### config.mk
export PLATFORM = sky130hd
export DESIGN_NAME = adma_desc_fetch
export DESIGN_NICKNAME = d
export VERILOG_FILES = /design/src/rtl/adma_pkg.sv /design/src/rtl/adma_desc_decode.sv /design/src/rtl/adma_desc_fetch.sv
export SDC_FILE = /design/constraint.sdc
export NUM_CORES = 1
export LEC_CHECK = 0
export BUFFER_PORTS_ARGS = -buffer_cell sky130_fd_sc_hd__buf_2
export CORE_MARGIN = 5
export CORE_UTILIZATION = 37
export DETAILED_ROUTE_END_ITERATION = 6
export GPL_TIMING_DRIVEN = 1
export HOLD_SLACK_MARGIN = 0.08
export SYNTH_ARGS = -nofsm -noshare
export SYNTH_HDL_FRONTEND = slang
export SYNTH_HIERARCHICAL = 1
export SYNTH_SLANG_ARGS = --single-unit
### constraint.sdc
create_clock -name CLK -period 13.26 [get_ports CLK]
set_clock_uncertainty 0.15 [all_clocks]
set_input_delay 1.989 -clock CLK [delete_from_list [all_inputs] [get_ports CLK]]
set_output_delay 1.989 -clock CLK [all_outputs]
set_load 0.01 [all_outputs]
### src/rtl/adma_pkg.sv
// Shared ADMA definitions: descriptor field positions, ACT and error encodings,
// one-hot state encoding and descriptor sizes for both address widths.
package adma_pkg;

   localparam int DESC_VALID_BIT = 0;
   localparam int DESC_END_BIT   = 1;
   localparam int DESC_INT_BIT   = 2;
   localparam int DESC_ACT_LSB   = 4;
   localparam int DESC_LEN_LSB   = 16;

   localparam logic [63:0] DESC_SIZE_32 = 64'd8;
   localparam logic [63:0] DESC_SIZE_64 = 64'd12;

   typedef enum logic [1:0] {
      ACT_NOP  = 2'b00,
      ACT_RSV  = 2'b01,
      ACT_TRAN = 2'b10,
      ACT_LINK = 2'b11
   } act_e;

   typedef enum logic [1:0] {
      ERR_NONE    = 2'b00,
      ERR_INVALID = 2'b01,
      ERR_RSV     = 2'b10,
      ERR_LOOP    = 2'b11
   } err_e;

   typedef enum logic [8:0] {
      ST_IDLE       = 9'b0_0000_0001,
      ST_FETCH_W0   = 9'b0_0000_0010,
      ST_FETCH_W1   = 9'b0_0000_0100,
      ST_FETCH_W2   = 9'b0_0000_1000,
      ST_DECODE     = 9'b0_0001_0000,
      ST_XFER_START = 9'b0_0010_0000,
      ST_XFER_WAIT  = 9'b0_0100_0000,
      ST_NEXT       = 9'b0_1000_0000,
      ST_ERROR      = 9'b1_0000_0000
   } state_e;

   typedef struct packed {
      logic        eop;
      logic        irq;
      act_e        act;
      logic [15:0] length;
      logic [63:0] addr;
      err_e        err;
   } desc_t;

endpackage

### src/rtl/adma_desc_decode.sv
// Combinational descriptor field extract and validity check.
// `ADMA_DESC_64BIT_EN` adds the third word carrying ADDR[63:32].
module adma_desc_decode
   import adma_pkg::*;
(
   input  logic [31:0] word0,
   input  logic [31:0] word1,
`ifdef ADMA_DESC_64BIT_EN
   input  logic [31:0] word2,
`endif
   output desc_t       desc
);

   logic unused_bits;
   assign unused_bits = ^{word0[15:6], word0[3]};

   always_comb begin
      desc        = '0;
      desc.eop    = word0[DESC_END_BIT];
      desc.irq    = word0[DESC_INT_BIT];
      desc.act    = act_e'(word0[DESC_ACT_LSB +: 2]);
      desc.length = word0[DESC_LEN_LSB +: 16];
`ifdef ADMA_DESC_64BIT_EN
      desc.addr   = {word2, word1};
`else
      desc.addr   = {32'h0, word1};
`endif
      if (!word0[DESC_VALID_BIT])
         desc.err = ERR_INVALID;
      else if (desc.act == ACT_RSV)
         desc.err = ERR_RSV;
      else
         desc.err = ERR_NONE;
   end

endmodule

### src/rtl/adma_desc_fetch.sv
// ADMA2 descriptor-table walker: fetches, decodes and dispatches descriptors to transfer.
// `ADMA_DESC_64BIT_EN` selects 12-byte descriptors with 64-bit data/LINK addresses.
module adma_desc_fetch
   import adma_pkg::*;
#(
   parameter logic [15:0] MAX_DESC = 16'hFFFF
) (
   input  logic        CLK,
   input  logic        RESET,
   input  logic        adma_start,
   input  logic        adma_stop,
   input  logic        direction,
   input  logic [63:0] desc_base,
   output logic        ram_read,
   output logic [63:0] ram_address,
   input  logic        ram_ack,
   input  logic [31:0] data_from_ram,
   output logic        xfer_start,
   output logic        xfer_direction,
   output logic [63:0] xfer_address,
   output logic [15:0] xfer_length,
   input  logic        xfer_tfc,
   output logic        busy,
   output logic        done,
   output logic        error,
   output logic [1:0]  err_code,
   output logic        int_req,
   output logic [63:0] desc_ptr
);

`ifdef ADMA_DESC_64BIT_EN
   localparam logic [63:0] DESC_SIZE = DESC_SIZE_64;
`else
   localparam logic [63:0] DESC_SIZE = DESC_SIZE_32;
`endif

   state_e      state;
   logic [31:0] word0_q, word1_q;
`ifdef ADMA_DESC_64BIT_EN
   logic [31:0] word2_q;
`endif
   logic [15:0] desc_cnt, cnt_nx;
   logic [63:0] ptr_nx;
   logic        tfc_low_seen;
   desc_t       dsc;

   assign cnt_nx = desc_cnt + 16'd1;
   assign ptr_nx = desc_ptr + DESC_SIZE;

   adma_desc_decode u_decode (
      .word0 (word0_q),
      .word1 (word1_q),
`ifdef ADMA_DESC_64BIT_EN
      .word2 (word2_q),
`endif
      .desc  (dsc)
   );

   always_ff @(posedge CLK or posedge RESET) begin
      if (RESET) begin
         state          <= ST_IDLE;
         ram_read       <= 1'b0;
         ram_address    <= '0;
         xfer_start     <= 1'b0;
         xfer_direction <= 1'b0;
         xfer_address   <= '0;
         xfer_length    <= '0;
         busy           <= 1'b0;
         done           <= 1'b0;
         error          <= 1'b0;
         err_code       <= 2'b00;
         int_req        <= 1'b0;
         desc_ptr       <= '0;
         desc_cnt       <= '0;
         tfc_low_seen   <= 1'b0;
         word0_q        <= '0;
         word1_q        <= '0;
`ifdef ADMA_DESC_64BIT_EN
         word2_q        <= '0;
`endif
      end else begin
         xfer_start <= 1'b0;
         done       <= 1'b0;
         int_req    <= 1'b0;
         // Stop beats everything, including a read acknowledged in the same cycle.
         if (adma_stop && state != ST_IDLE) begin
            state    <= ST_IDLE;
            ram_read <= 1'b0;
            busy     <= 1'b0;
         end else begin
            case (state)
               ST_IDLE: if (adma_start) begin
                  desc_ptr    <= desc_base;
                  desc_cnt    <= '0;
                  error       <= 1'b0;
                  err_code    <= 2'b00;
                  busy        <= 1'b1;
                  ram_read    <= 1'b1;
                  ram_address <= desc_base;
                  state       <= ST_FETCH_W0;
               end
               ST_FETCH_W0: if (ram_ack) begin
                  word0_q     <= data_from_ram;
                  ram_address <= desc_ptr + 64'd4;
                  state       <= ST_FETCH_W1;
               end
               ST_FETCH_W1: if (ram_ack) begin
                  word1_q <= data_from_ram;
`ifdef ADMA_DESC_64BIT_EN
                  ram_address <= desc_ptr + 64'd8;
                  state       <= ST_FETCH_W2;
`else
                  ram_read <= 1'b0;
                  state    <= ST_DECODE;
`endif
               end
`ifdef ADMA_DESC_64BIT_EN
               ST_FETCH_W2: if (ram_ack) begin
                  word2_q  <= data_from_ram;
                  ram_read <= 1'b0;
                  state    <= ST_DECODE;
               end
`endif
               ST_DECODE: begin
                  if (dsc.err != ERR_NONE) begin
                     error    <= 1'b1;
                     err_code <= dsc.err;
                     state    <= ST_ERROR;
                  end else begin
                     case (dsc.act)
                        ACT_TRAN: begin
                           xfer_address   <= dsc.addr;
                           xfer_length    <= dsc.length;
                           xfer_direction <= direction;
                           xfer_start     <= 1'b1;
                           state          <= ST_XFER_START;
                        end
                        // LINKs count toward the loop limit so a self-linked table terminates.
                        ACT_LINK: begin
                           desc_cnt <= cnt_nx;
                           if (cnt_nx == MAX_DESC) begin
                              error    <= 1'b1;
                              err_code <= ERR_LOOP;
                              state    <= ST_ERROR;
                           end else begin
                              desc_ptr    <= dsc.addr;
                              ram_read    <= 1'b1;
                              ram_address <= dsc.addr;
                              state       <= ST_FETCH_W0;
                           end
                        end
                        default: state <= ST_NEXT;
                     endcase
                  end
               end
               ST_XFER_START: begin
                  tfc_low_seen <= 1'b0;
                  state        <= ST_XFER_WAIT;
               end
               // transfer idles with TFC high, so only a rising TFC after a low counts.
               ST_XFER_WAIT: begin
                  if (xfer_tfc && tfc_low_seen)
                     state <= ST_NEXT;
                  else if (!xfer_tfc)
                     tfc_low_seen <= 1'b1;
               end
               ST_NEXT: begin
                  int_req <= dsc.irq;
                  if (dsc.eop) begin
                     done  <= 1'b1;
                     busy  <= 1'b0;
                     state <= ST_IDLE;
                  end else begin
                     desc_ptr <= ptr_nx;
                     desc_cnt <= cnt_nx;
                     if (cnt_nx == MAX_DESC) begin
                        error    <= 1'b1;
                        err_code <= ERR_LOOP;
                        state    <= ST_ERROR;
                     end else begin
                        ram_read    <= 1'b1;
                        ram_address <= ptr_nx;
                        state       <= ST_FETCH_W0;
                     end
                  end
               end
               ST_ERROR: begin
                  busy  <= 1'b0;
                  state <= ST_IDLE;
               end
               default: begin
                  ram_read <= 1'b0;
                  busy     <= 1'b0;
                  state    <= ST_IDLE;
               end
            endcase
         end
      end
   end

endmodule

==> results of run 1 <==
-- area by class of cell --
| class | instances | area (um2) |
|---|---|---|
| antenna | 4 | 10.0 |
| clock buffer | 46 | 1020 |
| clock inverter | 16 | 194 |
| fill | 4525 | 25800 |
| inverter | 14 | 60.1 |
| multi-input combinational | 1289 | 8390 |
| sequential | 295 | 7380 |
| tap | 600 | 751 |
| timing repair buffer | 344 | 1800 |
-- how the worst min path moves through the flow --
| stage | endpoint | slack (ps) | cells after the start |
|---|---|---|---|
| after floorplan | desc_cnt[14]$_DFFE_PP0P_ | 320 | 1 |
| after global placement | ram_address[40]$_DFFE_PP0P_ | 310 | 2 |
| after detailed placement | ram_address[40]$_DFFE_PP0P_ | 320 | 2 |
| after CTS | ram_address[40]$_DFFE_PP0P_ | 330 | 2 |
| after global routing | xfer_address[28]$_DFFE_PP0P_ | 340 | 1 |
| final | ram_address[40]$_DFFE_PP0P_ | 320 | 2 |
-- metrics by stage --
| stage | setup WS (ps) | hold slack, ps | total power, uW | utilization (%) |
|---|---|---|---|---|
| after floorplan | 2980 | 320 | 2390 | - |
| after global placement | 8580 | 313 | 2830 | 40.5 |
| after detailed placement | 8530 | 315 | 2870 | 40.5 |
| after CTS | 9040 | 327 | 3910 | 43.2 |
| after global routing | 8720 | 344 | 4110 | 43.2 |
| final | 9060 | 324 | 3890 | 43.2 |
-- layout by cell type (no fill, tap or decap), types with 30 or more instances in the layout --
cell type  count
buf_2        319
dfrtp_1      294
nand2_1      177
nor2_1       129
mux2_2       129
o21ai_0      110
a21oi_1      103
xnor2_1       57
xor2_1        56
nand3_1       53
nand4_1       44
o21ai_1       41
clkbuf_16     37
conb_1        32
nor3_1        30
-- worst register-to-register path, delay by kind of cell (launching register included) --
kind | cells | cell delay, ps
muxes | 1 | 480
and+or+nand+nor | 4 | 1870
DFF | 1 | 470
buffers and inverters | 2 | 1120
-- routing by layer --
layer	vias to the layer above	wire [um]
li1	6783	-
met5	-	49
met4	8	2260
met2	698	28400
met3	120	5740
met1	7408	25900
-- state kept, by name, indices dropped and copies added (netlist names), 2 cells and up --
| signal | cells |
|---|---|
| desc_ptr | 64 |
| state | 8 |
| xfer_length | 16 |
| err_code | 2 |
| ram_address | 64 |
| word1_q | 32 |
| desc_cnt | 16 |
| word0_q | 21 |
| xfer_address | 64 |
-- power by group --
part | internal, uW | total (uW) | switching [uW]
Sequential | 1160 | 1540 | 381
Combinational | 514 | 1310 | 799
Clock | 622 | 1030 | 409
==> results.toml, run 1 <==
[run_status]
outcome = "completed"

[sta]
setup-tns-final_ps = 0
finalHoldViolations = 0
worstMarginPinSlew_ps = 1230
fin_crit_ps = 4200
rsz0062_at_grt = "no"
max-slew-margin-rel_pct = 17.5
slew_viol_final = 0
setup_viol = 0
max_freq_mhz = 238
fin_crit_sh_pct = 31.7

[detailed_routing]
drc_errors = 0
via_per_inst = 5.76
drtIter0Drc = 1613
drt-total-wl_um = 62400
dr.pass1.iters = 6
dr_total_vias = 15017
wire_per_inst_um = 23.9
antenna_left = 0

[worst_setup_path]
crit_end = "xfer_address[15]$_DFFE_PP0P_"
crit_slowest_cell = "buf_4"
timing.rr.start = "state[7]$_DFFE_PP0P_"
max_stage_delay_ps = 670
ff2ff_setup_slack_ps = 9060
crit_fanout = 51
setup.worst_path.end_class = "flip-flop"
crit_start = "state[7]$_DFFE_PP0P_"
ff2ff_path_depth = 7
crit_path_frequent_cell = "buf_4"
cp.required_ps = 13530
critPathBufInv = 2
regToRegEndpoint = "xfer_address[15]$_DFFE_PP0P_"
critPathArrivalTime_ps = 4480
cp_top_family = "simple AND/OR/NAND/NOR gates"
critPathKind = "flip-flop to flip-flop"
critical_path.startpoint_type = "flip-flop"
worst-path-stages = 7
path_cells = "nor4_4 > nand4b_1 > or3_1 > nor3_4 > buf_4 > buf_4 > mux2_2"

[logic_synthesis]
syn_area_um2 = 17000
syn_avg_cell_area_um2 = 9.46
synthCells = 1796
yosys_warnings = 6

[final_layout]
drive_gt1_share_pct = 28.1
layout.cells.non_filler = 2608
fin_area_um2 = 19600
nNetsFinal = 2088
area_growth_pct = 15.4

[global_route]
grt_pass1_wl_um = 94000
grt_use_met3_pct = 6.25
grt_use_total_pct = 24.0
grt_max_degree = 166
grt_pass1_vias = 14924
use_met2_pct = 38.0
top_usage_layer = "met2"
overflow = 0
antenna_found_initial = 10
grt_use_met1_pct = 32.1

[floorplanning]
die_h_um = 224
core_area_um2 = 45400
num_rows = 78
initial_core_util_pct = 37.4
die_w_um = 224
die_area_um2 = 50300
ios = 320

[pwr]
leakagePower_uw = 0.00863
power_density_nw_per_um2 = 198
ir_drop_mv = 0.100

[clock_network]
cts_sinks = 295
clockBufferDepth = 3
cts_tree = "built"
postCtsSetupBuffers = 0
postCtsHoldBufs = 0
clk_pin_slew_worst_paths_ps = 60
cts_buffers = 37
cts-root-buf = "clkbuf_16"
clkLatencyLatePin_ps = 550
h-tree-depth = 2
post_cts_resized = 0

[place]
dp_cells = 2542
port_buffers = 319
hpwl_um = 44700
gp_congestion = 0.945
dpl-instance-area_um2 = 18400

[hold_path]
hold_start = "ram_address[40]$_DFFE_PP0P_"
hold_path_class = "flip-flop to flip-flop"

[flow_run]
cap_violations = 0
Note: power is estimated with default switching activity, not from simulation.
==> run 2: changes to the inputs <==
Clock period 13.26 ns to 4.3 ns, I/O delays scaled along.
==> results.toml, run 2 (synthesis gave the netlist of run 1 again) <==
[worst_setup_path]
crit_path_frequent_cell = "or3_1"
critical_path.startpoint_type = "flip-flop"
max_stage_delay_ps = 610
crit_fanout = 36
cp_top_family = "compound AO/OA/AOI/OAI gates"
path_cells = "nand4_1 > or3_1 > or3_1 > a211o_2 > o31ai_4 > buf_4 > o21ai_0"
critPathBufInv = 1
setup.worst_path.end_class = "flip-flop"
cp.required_ps = 4560
critPathArrivalTime_ps = 3730
critPathKind = "flip-flop to flip-flop"
crit_slowest_cell = "o31ai_4"

[final_layout]
nNetsFinal = 2115
area_growth_pct = 17.3
drive_gt1_share_pct = 29.2
final_cell_mix = "buf_2 (319), dfrtp_1 (294), nand2_1 (177)"
final_common_cell = "buf_2"
top_regs = "desc_ptr (64), ram_address (64), xfer_address (64)"

[sta]
fin_crit_sh_pct = 80.7
rsz0062_at_grt = "no"
slew_viol_final = 0
finalHoldViolations = 0
fin_crit_ps = 3470
worstMarginPinSlew_ps = 897
max_freq_mhz = 288
holdWs_ps = 177
layout_setup_ws_ps = 829
setup_viol = 0
max-slew-margin-rel_pct = 40.0
setup-tns-final_ps = 0

[global_route]
grt_pass1_wl_um = 95400
overflow = 0
antenna_found_initial = 7
grt_max_degree = 68
grt_pass1_vias = 14758
grt_use_total_pct = 24.4

[pwr]
seqPwrFrac_pct = 38.6
power_density_nw_per_um2 = 613
clkPwrFrac_pct = 26.8
combPwrFrac_pct = 34.6
swShare_pct = 40.8
leakagePower_uw = 0.00880
ir_drop_mv = 0.307
p_int_uw = 7230
totalPowerFinal_uw = 12200
switching_power_uw = 4990

[clock_network]
clockBufferDepth = 3
cts_tree = "built"
cts_buffers = 37
cts_sinks = 295
clkLatencyLatePin_ps = 550
postCtsSetupBuffers = 0
cts-root-buf = "clkbuf_16"
h-tree-depth = 2
clk_pin_slew_worst_paths_ps = 60

[detailed_routing]
drt-total-wl_um = 63600
dr_total_vias = 15178
via_per_inst = 5.76
wire_per_inst_um = 24.1
drc_errors = 0
antenna_left = 0
dr.pass1.iters = 6
drtIter0Drc = 1492

[floorplanning]
die_w_um = 224
core_area_um2 = 45400
die_area_um2 = 50300
ios = 320
num_rows = 78
die_h_um = 224
initial_core_util_pct = 37.4

[place]
pre_cts_slack_ps = 859
hpwl_um = 47100
port_buffers = 319
gp_congestion = 0.950

[run_status]
outcome = "completed"

[flow_run]
cap_violations = 0

[hold_path]
hold_path_class = "primary input to flip-flop"
-- run 2: cell type report --
class	instances	area, um2
fill	4467	25400
multi-input combinational	1289	8400
sequential	295	7380
timing repair buffer	371	2080
clock buffer	45	1020
tap	600	751
clock inverter	19	244
inverter	14	56.3
antenna	2	5.00
-- run 2: power by group through the flow --
stage	clock network [uW]	registers [uW]	logic, uW
final	3270	4720	4230
after global routing	3450	4830	4640
after CTS	3350	4700	4270
after detailed placement	0	4740	4250
after global placement	0	4690	4200
after floorplan	0	4390	2990
-- run 2: what timing repair did --
action	in CTS	in global routing
hold buffers	1	0
hold endpoints to repair	18	0
gates resized for setup	0	0
-- run 2: worst reg2reg max path, stage by stage (launching register included) --
cell and delay [ps]:
dfrtp_1 480, nand4_1 220, or3_1 400, or3_1 370
a211o_2 440, o31ai_4 610, buf_4 480, o21ai_0 180
-- run 2: per-layer routing --
metal  global-route usage (%)  vias up  routed length (um)
met5                        0        -                  46
met4                     8.43        8                2270
met2                     38.0      702               28700
met1                     33.3     7508               27000
li1                         -     6837                   -
met3                     6.04      123                5550
-- run 2: final timing paths --
path                                              from                      endpoint  slack (ps)  cells after the start
setup / recovery               desc_cnt[9]$_DFFE_PP0P_   ram_address[29]$_DFFE_PP0P_         830                      7
hold / removal                       data_from_ram[11]       word1_q[11]$_DFFE_PP0P_         180                      2
setup reg to reg               desc_cnt[9]$_DFFE_PP0P_   ram_address[29]$_DFFE_PP0P_         830                      7
hold reg to reg            ram_address[19]$_DFFE_PP0P_   ram_address[19]$_DFFE_PP0P_         330                      2
max in group asynchronous                        RESET       word1_q[18]$_DFFE_PP0P_        2520                      4
min in group asynchronous                        RESET  xfer_address[10]$_DFFE_PP0P_         570                      3
-- run 2: through the flow --
step	instance area, um2	std cells	util, %
2_1_floorplan	17100	1827	-
3_3_place_gp	18700	2568	41.1
3_5_place_dp	18700	2568	41.1
4_1_cts	19900	2633	43.9
5_1_grt	19900	2634	43.9
6_report	19900	2635	43.9
==> run 3: changes to the inputs <==
Settings changed: ABC_AREA set to 1.
Clock period 4.3 ns to 3.2 ns, I/O delays scaled along.
==> results.toml, run 3 <==
[final_layout]
nNetsFinal = 3158
layout.cells.non_filler = 3742
n_fill_cell = 5131
multi_input_area_um2 = 8440
final_cell_mix = "nand2_1 (881), inv_1 (368), buf_2 (319)"
area_growth_pct = 21.3
top_regs = "desc_ptr (64), ram_address (64), xfer_address (64)"
drive_gt1_share_pct = 17.2
seq_area_um2 = 7380
final_common_cell = "nand2_1"

[detailed_routing]
drt-total-wl_um = 80500
dr_total_vias = 19372
dr.pass1.iters = 6
drc_errors = 0
antenna_left = 0
via_per_inst = 5.18
wire_per_inst_um = 21.5
drtIter0Drc = 1922

[floorplanning]
core_area_um2 = 48800
die_area_um2 = 53900
ios = 320
initial_core_util_pct = 37.4
die_h_um = 232
die_w_um = 232
num_rows = 81

[hold_path]
whs_path_depth = 5
hold_start = "desc_base[53]"
hold_end = "desc_ptr[53]$_DFFE_PP0P_"
hold_path_class = "primary input to flip-flop"

[worst_setup_path]
critPathArrivalTime_ps = 3360
critPathKind = "flip-flop to flip-flop"
crit_path_frequent_cell = "nand2_1"
critical_path.startpoint_type = "flip-flop"
timing.rr.start = "desc_ptr[15]$_DFFE_PP0P_"
cp.required_ps = 3490
ff2ff_path_depth = 12
max_stage_delay_ps = 520
path_cells = "nand2_1 > nor3_1 > nand2_1 > nor2_1 > buf_4 > nand2_1 > nand3_1 > o21ai_0 > a21oi_1 > nand2_1 > nand2_1 > nand2_1"
crit_fanout = 7
cp_top_family = "simple AND/OR/NAND/NOR gates"
ff2ff_setup_slack_ps = 130
regToRegEndpoint = "ram_address[22]$_DFFE_PP0P_"
crit_slowest_cell = "nor3_1"
critPathBufInv = 1
setup.worst_path.end_class = "flip-flop"

[logic_synthesis]
syn_area_um2 = 18300
syn_avg_cell_area_um2 = 6.72
synthCells = 2720
yosys_warnings = 6

[global_route]
grt_pass1_wl_um = 118000
grt_pass1_vias = 18824
antenna_found_initial = 5
overflow = 0
grt_max_degree = 104
grt_use_total_pct = 29.1

[sta]
layout_setup_ws_ps = 126
fin_crit_sh_pct = 96.1
max-slew-margin-rel_pct = 39.7
finalHoldViolations = 0
rsz0062_at_grt = "no"
worstMarginPinSlew_ps = 904
setup_viol = 0
fin_crit_ps = 3070
setup-tns-final_ps = 0
max_freq_mhz = 325
slew_viol_final = 0

[place]
gp_congestion = 0.995
pre_cts_slack_ps = 108
port_buffers = 319
dp_cells = 3639
hpwl_um = 61800

[clock_network]
postCtsSetupBuffers = 0
clk_pin_slew_worst_paths_ps = 60
h-tree-depth = 2
cts-root-buf = "clkbuf_16"
cts_tree = "built"
cts_buffers = 37
clockBufferDepth = 3
cts_sinks = 295
clkLatencyLatePin_ps = 560

[pwr]
totalPowerFinal_uw = 18200
leakagePower_uw = 0.0117
ir_drop_mv = 0.541
power_density_nw_per_um2 = 822

[run_status]
outcome = "completed"

[flow_run]
cap_violations = 0
==> run 3: changes by cell type in the layout (fill, tap and decap cells not counted), sizes merged, moves of 115 or more <==
| cell | previous run | this run |
|---|---|---|
| inv | 16 | 387 |
| mux2 | 138 | 0 |
| nand3 | 56 | 196 |
| nor2 | 130 | 262 |
| o21ai | 151 | 266 |
| nand2 | 178 | 889 |
==> run 3: worst max-delay path by stage <==
stage,startpoint,slack (ps),cells past startpoint,endpoint
after global placement,desc_ptr[3]$_DFFE_PP0P_,110,13,ram_address[25]$_DFFE_PP0P_
after CTS,desc_ptr[3]$_DFFE_PP0P_,80,13,ram_address[25]$_DFFE_PP0P_
after global routing,desc_ptr[15]$_DFFE_PP0P_,7,12,ram_address[22]$_DFFE_PP0P_
final,desc_ptr[15]$_DFFE_PP0P_,130,12,ram_address[22]$_DFFE_PP0P_
after floorplan,RESET,-1350,1,busy$_DFFE_PP0P_
after detailed placement,desc_ptr[3]$_DFFE_PP0P_,110,13,ram_address[25]$_DFFE_PP0P_
==> run 3: through the flow <==
| step | area, um2 | util [%] | hold slack [ps] |
|---|---|---|---|
| 6_report | 22200 | 45.4 | 105 |
| 5_1_grt | 22200 | 45.4 | 118 |
| 4_1_cts | 22200 | 45.3 | 83.0 |
| 3_5_place_dp | 20500 | 42.0 | 306 |
| 3_3_place_gp | 20500 | 42.0 | 299 |
| 2_1_floorplan | 18400 | - | 303 |
==> run 3: area by class of cell <==
cell class | instances | share of cell area, %
Inverter | 389 | 6.62
Tap cell | 664 | 3.75
Clock buffer | 55 | 5.13
Timing Repair Buffer | 441 | 12.5
Multi-Input combinational cell | 1887 | 38.1
Clock inverter | 10 | 0.593
Sequential cell | 295 | 33.3
Antenna cell | 1 | 0.0113
==> run 3: worst min-delay path, stage by stage <==
cell and delay, ps:
buf_2 90, nand2_1 50, nand3_1 80, nand2_1 50, inv_1 40
==> run 3: what timing repair did <==
item                                    CTS  global route
endpoints found under the setup margin    0             8
hold buffers                             37             0
hold endpoints to repair                 69             0
resized for setup                         0             5
==> run 3: where the power goes <==
group          total (uW)  switching (uW)  internal (uW)
combinational        7550            5130           2420
clock                4400            1710           2690
sequential           6270            1390           4880
==> run 3: layer usage <==
layer / vias up / track usage [%] / part of all wire [%]
met2: 879 / 42.9 / 42
met5: - / 1.19 / 0.13
met1: 9185 / 40.6 / 44
li1: 9146 / - / -
met4: 6 / 11.9 / 4.6
met3: 156 / 7.76 / 10
